**config.mk**
```make
export PLATFORM = sky130hd
export DESIGN_NAME = imem_boot_loader
export DESIGN_NICKNAME = d
export VERILOG_FILES = /design/src/rtl/imem_boot_loader.sv
export SDC_FILE = /design/constraint.sdc
export NUM_CORES = 1
export LEC_CHECK = 0
export BUFFER_PORTS_ARGS = -buffer_cell sky130_fd_sc_hd__buf_2
export CAP_MARGIN = 20
export CORE_MARGIN = 2
export CORE_UTILIZATION = 25
export CTS_BUF_LIST = sky130_fd_sc_hd__clkbuf_4
export CTS_CLUSTER_DIAMETER = 150
export CTS_CLUSTER_SIZE = 12
export DETAILED_ROUTE_END_ITERATION = 6
export GPL_TIMING_DRIVEN = 0
export HOLD_SLACK_MARGIN = 0.1
export PLACE_DENSITY = 0.43
export SLEW_MARGIN = 20
export SYNTH_ARGS = -nofsm -noshare
export SYNTH_HDL_FRONTEND = slang
export SYNTH_SLANG_ARGS = --single-unit
```
**constraint.sdc**
```tcl
create_clock -name clk -period 2.9 [get_ports clk]
set_input_delay 0.87 -clock clk [delete_from_list [all_inputs] [get_ports clk]]
set_output_delay 0.87 -clock clk [all_outputs]
set_load 0.03 [all_outputs]
```
**src/rtl/imem_boot_loader.sv**
```systemverilog
// Boot-time loader: streams instruction words into the instruction memory write
// port, verifies an additive checksum, and only then releases the core.
module imem_boot_loader #(
    parameter logic [31:0] BASE_ADDR = 32'h0000_0000,
    parameter int          LEN_W     = 16,
    parameter int          TIMEOUT   = 1024
) (
    input  logic             clk,
    input  logic             reset,
    input  logic             load_start_i,
    input  logic [LEN_W-1:0] load_len_i,
    input  logic [31:0]      exp_sum_i,
    input  logic             s_valid_i,
    input  logic [31:0]      s_data_i,
    output logic             s_ready_o,
    output logic             wr_en_imem_o,
    output logic [31:0]      wr_addr_imem_o,
    output logic [31:0]      wr_instr_imem_o,
    output logic             core_run_o,
    output logic             busy_o,
    output logic             done_o,
    output logic             err_o,
    output logic [1:0]       err_code_o,
    output logic [2:0]       state_o
);

    localparam logic [2:0] ST_IDLE  = 3'd0;
    localparam logic [2:0] ST_LOAD  = 3'd1;
    localparam logic [2:0] ST_CHECK = 3'd2;
    localparam logic [2:0] ST_RUN   = 3'd3;
    localparam logic [2:0] ST_ERR   = 3'd4;

    localparam logic [1:0] ERR_NONE = 2'd0;
    localparam logic [1:0] ERR_SUM  = 2'd1;
    localparam logic [1:0] ERR_TMO  = 2'd2;
    localparam logic [1:0] ERR_ZLEN = 2'd3;

    // Idle counter only ever needs to reach TIMEOUT-1.
    localparam int               TMO_W    = $clog2(TIMEOUT);
    localparam logic [TMO_W-1:0] TMO_LAST = TMO_W'(TIMEOUT - 1);

    logic [2:0]       state_q, state_d;
    logic [LEN_W-1:0] len_q, len_d;
    logic [31:0]      exp_sum_q, exp_sum_d;
    logic [LEN_W-1:0] idx_q, idx_d;
    logic [31:0]      sum_q, sum_d;
    logic [TMO_W-1:0] tmo_q, tmo_d;
    logic [1:0]       err_code_q, err_code_d;
    logic             wr_en_q, wr_en_d;
    logic [31:0]      wr_addr_q, wr_addr_d;
    logic [31:0]      wr_data_q, wr_data_d;
    logic             beat;

    // Handshake: a word transfers on a rising edge where s_valid_i and s_ready_o
    // are both high; s_ready_o is a pure decode of the LOAD state, so the
    // producer may hold s_valid_i/s_data_i stable for as long as it likes.
    assign s_ready_o = (state_q == ST_LOAD);
    assign beat      = s_valid_i & s_ready_o;

    always_comb begin
        state_d    = state_q;
        len_d      = len_q;
        exp_sum_d  = exp_sum_q;
        idx_d      = idx_q;
        sum_d      = sum_q;
        tmo_d      = tmo_q;
        err_code_d = err_code_q;
        wr_en_d    = 1'b0;
        wr_addr_d  = wr_addr_q;
        wr_data_d  = wr_data_q;
        case (state_q)
            ST_IDLE, ST_RUN, ST_ERR: begin
                if (load_start_i) begin
                    len_d      = load_len_i;
                    exp_sum_d  = exp_sum_i;
                    idx_d      = '0;
                    sum_d      = '0;
                    tmo_d      = '0;
                    err_code_d = ERR_NONE;
                    if (load_len_i == '0) begin
                        state_d    = ST_ERR;
                        err_code_d = ERR_ZLEN;
                    end else begin
                        state_d = ST_LOAD;
                    end
                end
            end
            ST_LOAD: begin
                if (beat) begin
                    wr_en_d   = 1'b1;
                    wr_addr_d = BASE_ADDR + (32'(idx_q) << 2);
                    wr_data_d = s_data_i;
                    sum_d     = sum_q + s_data_i;
                    idx_d     = idx_q + LEN_W'(1);
                    tmo_d     = '0;
                    if (idx_q == len_q - LEN_W'(1)) begin
                        state_d = ST_CHECK;
                    end
                end else if (tmo_q == TMO_LAST) begin
                    state_d    = ST_ERR;
                    err_code_d = ERR_TMO;
                end else begin
                    tmo_d = tmo_q + TMO_W'(1);
                end
            end
            ST_CHECK: begin
                // The last word's write lands in memory during this cycle.
                if (sum_q == exp_sum_q) begin
                    state_d = ST_RUN;
                end else begin
                    state_d    = ST_ERR;
                    err_code_d = ERR_SUM;
                end
            end
            default: state_d = ST_IDLE;
        endcase
    end

    always_ff @(posedge clk or negedge reset) begin
        if (!reset) begin
            state_q    <= ST_IDLE;
            len_q      <= '0;
            exp_sum_q  <= '0;
            idx_q      <= '0;
            sum_q      <= '0;
            tmo_q      <= '0;
            err_code_q <= ERR_NONE;
            wr_en_q    <= 1'b0;
            wr_addr_q  <= '0;
            wr_data_q  <= '0;
        end else begin
            state_q    <= state_d;
            len_q      <= len_d;
            exp_sum_q  <= exp_sum_d;
            idx_q      <= idx_d;
            sum_q      <= sum_d;
            tmo_q      <= tmo_d;
            err_code_q <= err_code_d;
            wr_en_q    <= wr_en_d;
            wr_addr_q  <= wr_addr_d;
            wr_data_q  <= wr_data_d;
        end
    end

    assign wr_en_imem_o    = wr_en_q;
    assign wr_addr_imem_o  = wr_addr_q;
    assign wr_instr_imem_o = wr_data_q;
    assign core_run_o      = (state_q == ST_RUN);
    assign busy_o          = (state_q == ST_LOAD) || (state_q == ST_CHECK);
    assign done_o          = (state_q == ST_RUN);
    assign err_o           = (state_q == ST_ERR);
    assign err_code_o      = err_code_q;
    assign state_o         = state_q;

endmodule

```
==> flow_summary_export.csv <==
group,metric,value,unit
run_status,status,"finished, final reports clean",
placement,detailedPlace.worstSlack,-0.608,ns
worst_setup_path,crit_path_start_kind,"flop",
synthesis,ys_types,65,
cts,htree_num_levels,4,
synthesis,avgSynthCellArea,8.48,µm²
flow_run,drv_cap,0,
cells_and_area,syn_to_final_growth,21.8,%
synthesis,synth-main-ff-cell,"dfrtp_1",
die,start_util,25.4,%
sta,rsz0062_at_grt,"yes",
die,ioPinCount,159,
synthesis,synth_edf_count,0,
synthesis,yosysSeqAreaShare,44.3,%
synthesis,synth_seq_cells,160,
route,drc,0,
worst_setup_path,crit_required,3.39,ns
sta,fin_skew,0.0344,ns
die,dieArea,0.0377,mm²
route,vias,7863,
sta,slew_headroom,47.2,%
power,power,10.8,mW
cells_and_area,final_cells,1722,
cells_and_area,drive_gt1_share,19.0,%
cts,clk_pin_slew,0.16,ns
power,p_per_area,987,mW/mm²
global_route,grtUsageMet2,25.7,%
sta,finalSetupViolCount,0,
worst_setup_path,crit_type,"flop to flop",
placement,gp_congestion,0.828,
worst_setup_path,worst_setup_path_end_kind,"flop",
worst_setup_path,worstPathArrival,3.37,ns
route,ant_nets,0,
sta,period_minus_slack,2.88,ns
global_route,grt_use_total,15.3,%
route,routed_wl,28900,µm
cts,cts_tree,"yes",
synthesis,synth-async-reset-ratio,100,%
cts,cts_buffers,17,
sta,worst_pin_slew,0.787,ns
global_route,grt_first_pass_wirelength,44800,µm
synthesis,netlist_area,0.00903,mm²
sta,slew_violations,0,
synthesis,postSynthCellCount,1065,
global_route,busiest_layer,"met2",
cts,clkLatencyLatePin,0.61,ns
sta,timing.hold.ws,0.262,ns
sta,hold_viol_final,0,
cts,clockBufferDepth,2,
global_route,gr-total-overflow,0,
die,die_y,194,µm
sta,tns,0,ns
route,routedWlPerCell,16.8,µm
global_route,met1_usage,20.7,%
global_route,grt_max_degree,88,
route,firstDrtPassIters,5,
cts,cts_num_sinks,160,
die,die_w,194,µm
worst_setup_path,path_max_fanout,4,
sta,period_share,99.3,%
placement,placed_cells,1683,
die,coreArea,0.0356,mm²
power,power_leakage,5.42,nW
placement,dp_hpwl,21800,µm
route,vias_per_cell,4.57,
global_route,gr-usage-met3,2.75,%
cts,cts-root-buf,"clkbuf_4",
power,irDropWorstVdd,0.513,mV
global_route,grt_pass1_vias,7677,
placement,portBuffers,140,
route,drtIter0Drc,430,
die,row_count,69,
global_route,antenna_found_initial,1,
sta,fmax,347,MHz
sta,setup_slack,0.0204,ns
cells_and_area,nNetsFinal,1367,
min_path,hold_path.class,"primary input to asynchronous set/reset pin",
synthesis,yosysWarnings,0,
kinds of logic (layout without fill, tap and decap cells):
kind of cell | after synthesis | in the layout | share of synthesized area [%]
AND/OR/NAND/NOR | 505 | 505 | 24.0
AO/OA/AOI/OAI | 179 | 179 | 12.6
flip-flops | 160 | 160 | 44.3
XOR/XNOR | 93 | 93 | 9.02
buffers and inverters | 85 | 265 | 4.25
adder cells (fa/ha/maj) | 35 | 35 | 4.93
multiplexers | 7 | 7 | 0.804
other | 1 | 17 | 0.0415
worst max-delay path, cell delays in order, from the launching register on:
cell and delay [ns]:
dfrtp_1 0.44, ha_4 0.18, fa_2 0.41, a211oi_2 0.29, o21bai_2 0.13, a32oi_2 0.29, nand4_1 0.21, a41oi_2 0.37
o31a_1 0.22, xor2_1 0.15, o21ai_1 0.07
cells in the mapped netlist (4+ instances only):
cell	instances	area [µm²]
a211oi_1	6	45.0
a21o_1	12	90.1
a21oi_1	40	200
a22o_1	5	43.8
a31oi_1	8	50.1
and4_1	4	35.0
buf_1	7	26.3
buf_4	17	128
clkbuf_1	40	150
dfrtp_1	160	4000
ha_1	34	425
inv_1	20	75.1
mux2i_1	5	50.1
nand2_1	345	1290
nand2b_1	7	43.8
nand3_1	19	95.1
nand4_1	18	113
nor2_1	47	176
nor3_1	19	95.1
nor4_1	18	113
o21a_1	5	37.5
o21ai_0	55	275
o21ai_1	4	20.0
o21bai_1	7	52.6
o31ai_1	6	45.0
or3_1	7	43.8
or4_1	4	30.0
xnor2_1	35	307
xor2_1	58	508
metal layers:
layer / wire [µm] / part of all wire, %
met5: 0 / 0
met4: 270 / 0.94
met3: 1100 / 3.8
met2: 13700 / 48
met1: 13800 / 48
where the power goes:
part / leakage [nW] / internal [mW] / switching, mW
logic: 3.19 / 2.03 / 3.58
clock network: 0.159 / 0.689 / 0.865
registers: 2.06 / 3.01 / 0.667
total: 5.42 / 5.73 / 5.12
path summary, 6_finish.rpt:
kind / startpoint / to / slack, ns / cells after the start
min in group clk: exp_sum_i[1] / exp_sum_q[1] / 0.44 / 3
worst max-delay path: sum_q[0] / sum_q[30] / 0.02 / 10
worst max register to register: sum_q[0] / sum_q[30] / 0.02 / 10
max in group asynchronous: reset / state_o[1] / 1.86 / 3
worst min register to register: wr_instr_imem_o[18] / wr_instr_imem_o[18] / 0.48 / 2
worst min-delay path: reset / wr_instr_imem_o[9] / 0.26 / 2
metrics by stage:
step | area, µm² | util [%]
2_1_floorplan | 9110 | -
3_3_place_gp | 10400 | 29.2
6_report | 11000 | 30.9
3_5_place_dp | 10400 | 29.4
4_1_cts | 10800 | 30.5
5_1_grt | 11000 | 30.9
layout by cell type, fill, tap and decap left out, types with 18 or more instances in the layout:
cell type  Yosys  routed
xnor2_1       35      35
dfrtp_1      160     159
buf_4         17      27
xor2_1        58      58
buf_2          1     141
nand2_1      345     344
nor3_1        19      19
a21oi_1       40      38
clkbuf_1      40      35
ha_1          34      32
nand3_1       19      18
clkbuf_4       0      19
nand4_1       18      18
o21ai_0       55      51
nor2_1        47      47
state kept, by name, indices dropped and copies added (netlist names):
| signal | count |
|---|---|
| tmo_q | 10 |
| state_o | 3 |
| err_code_o | 2 |
| wr_en_imem_o | 1 |
| wr_addr_imem_o | 16 |
| sum_q | 32 |
| wr_instr_imem_o | 32 |
| exp_sum_q | 32 |
| idx_q | 16 |
| len_q | 16 |
layout make-up:
cell class,count,area [µm²]
fill,3870,24600
tap,461,577
clock buffer,19,143
multi-input combinational,835,4880
antenna,1,2.50
timing repair buffer,152,841
sequential,160,4010
clock inverter,12,168
buffer,62,304
inverter,20,75.1
repair_timing:
action | in CTS | in global routing
pin swaps | 4 | 15
hold buffers | 0 | 0
buffers inserted | 3 | 7
resized for setup | 20 | 28
endpoints found under the hold margin | 0 | 0
endpoints found under the setup margin | 67 | 36
cloned | 0 | 0
(Power assumes the default switching activity.)
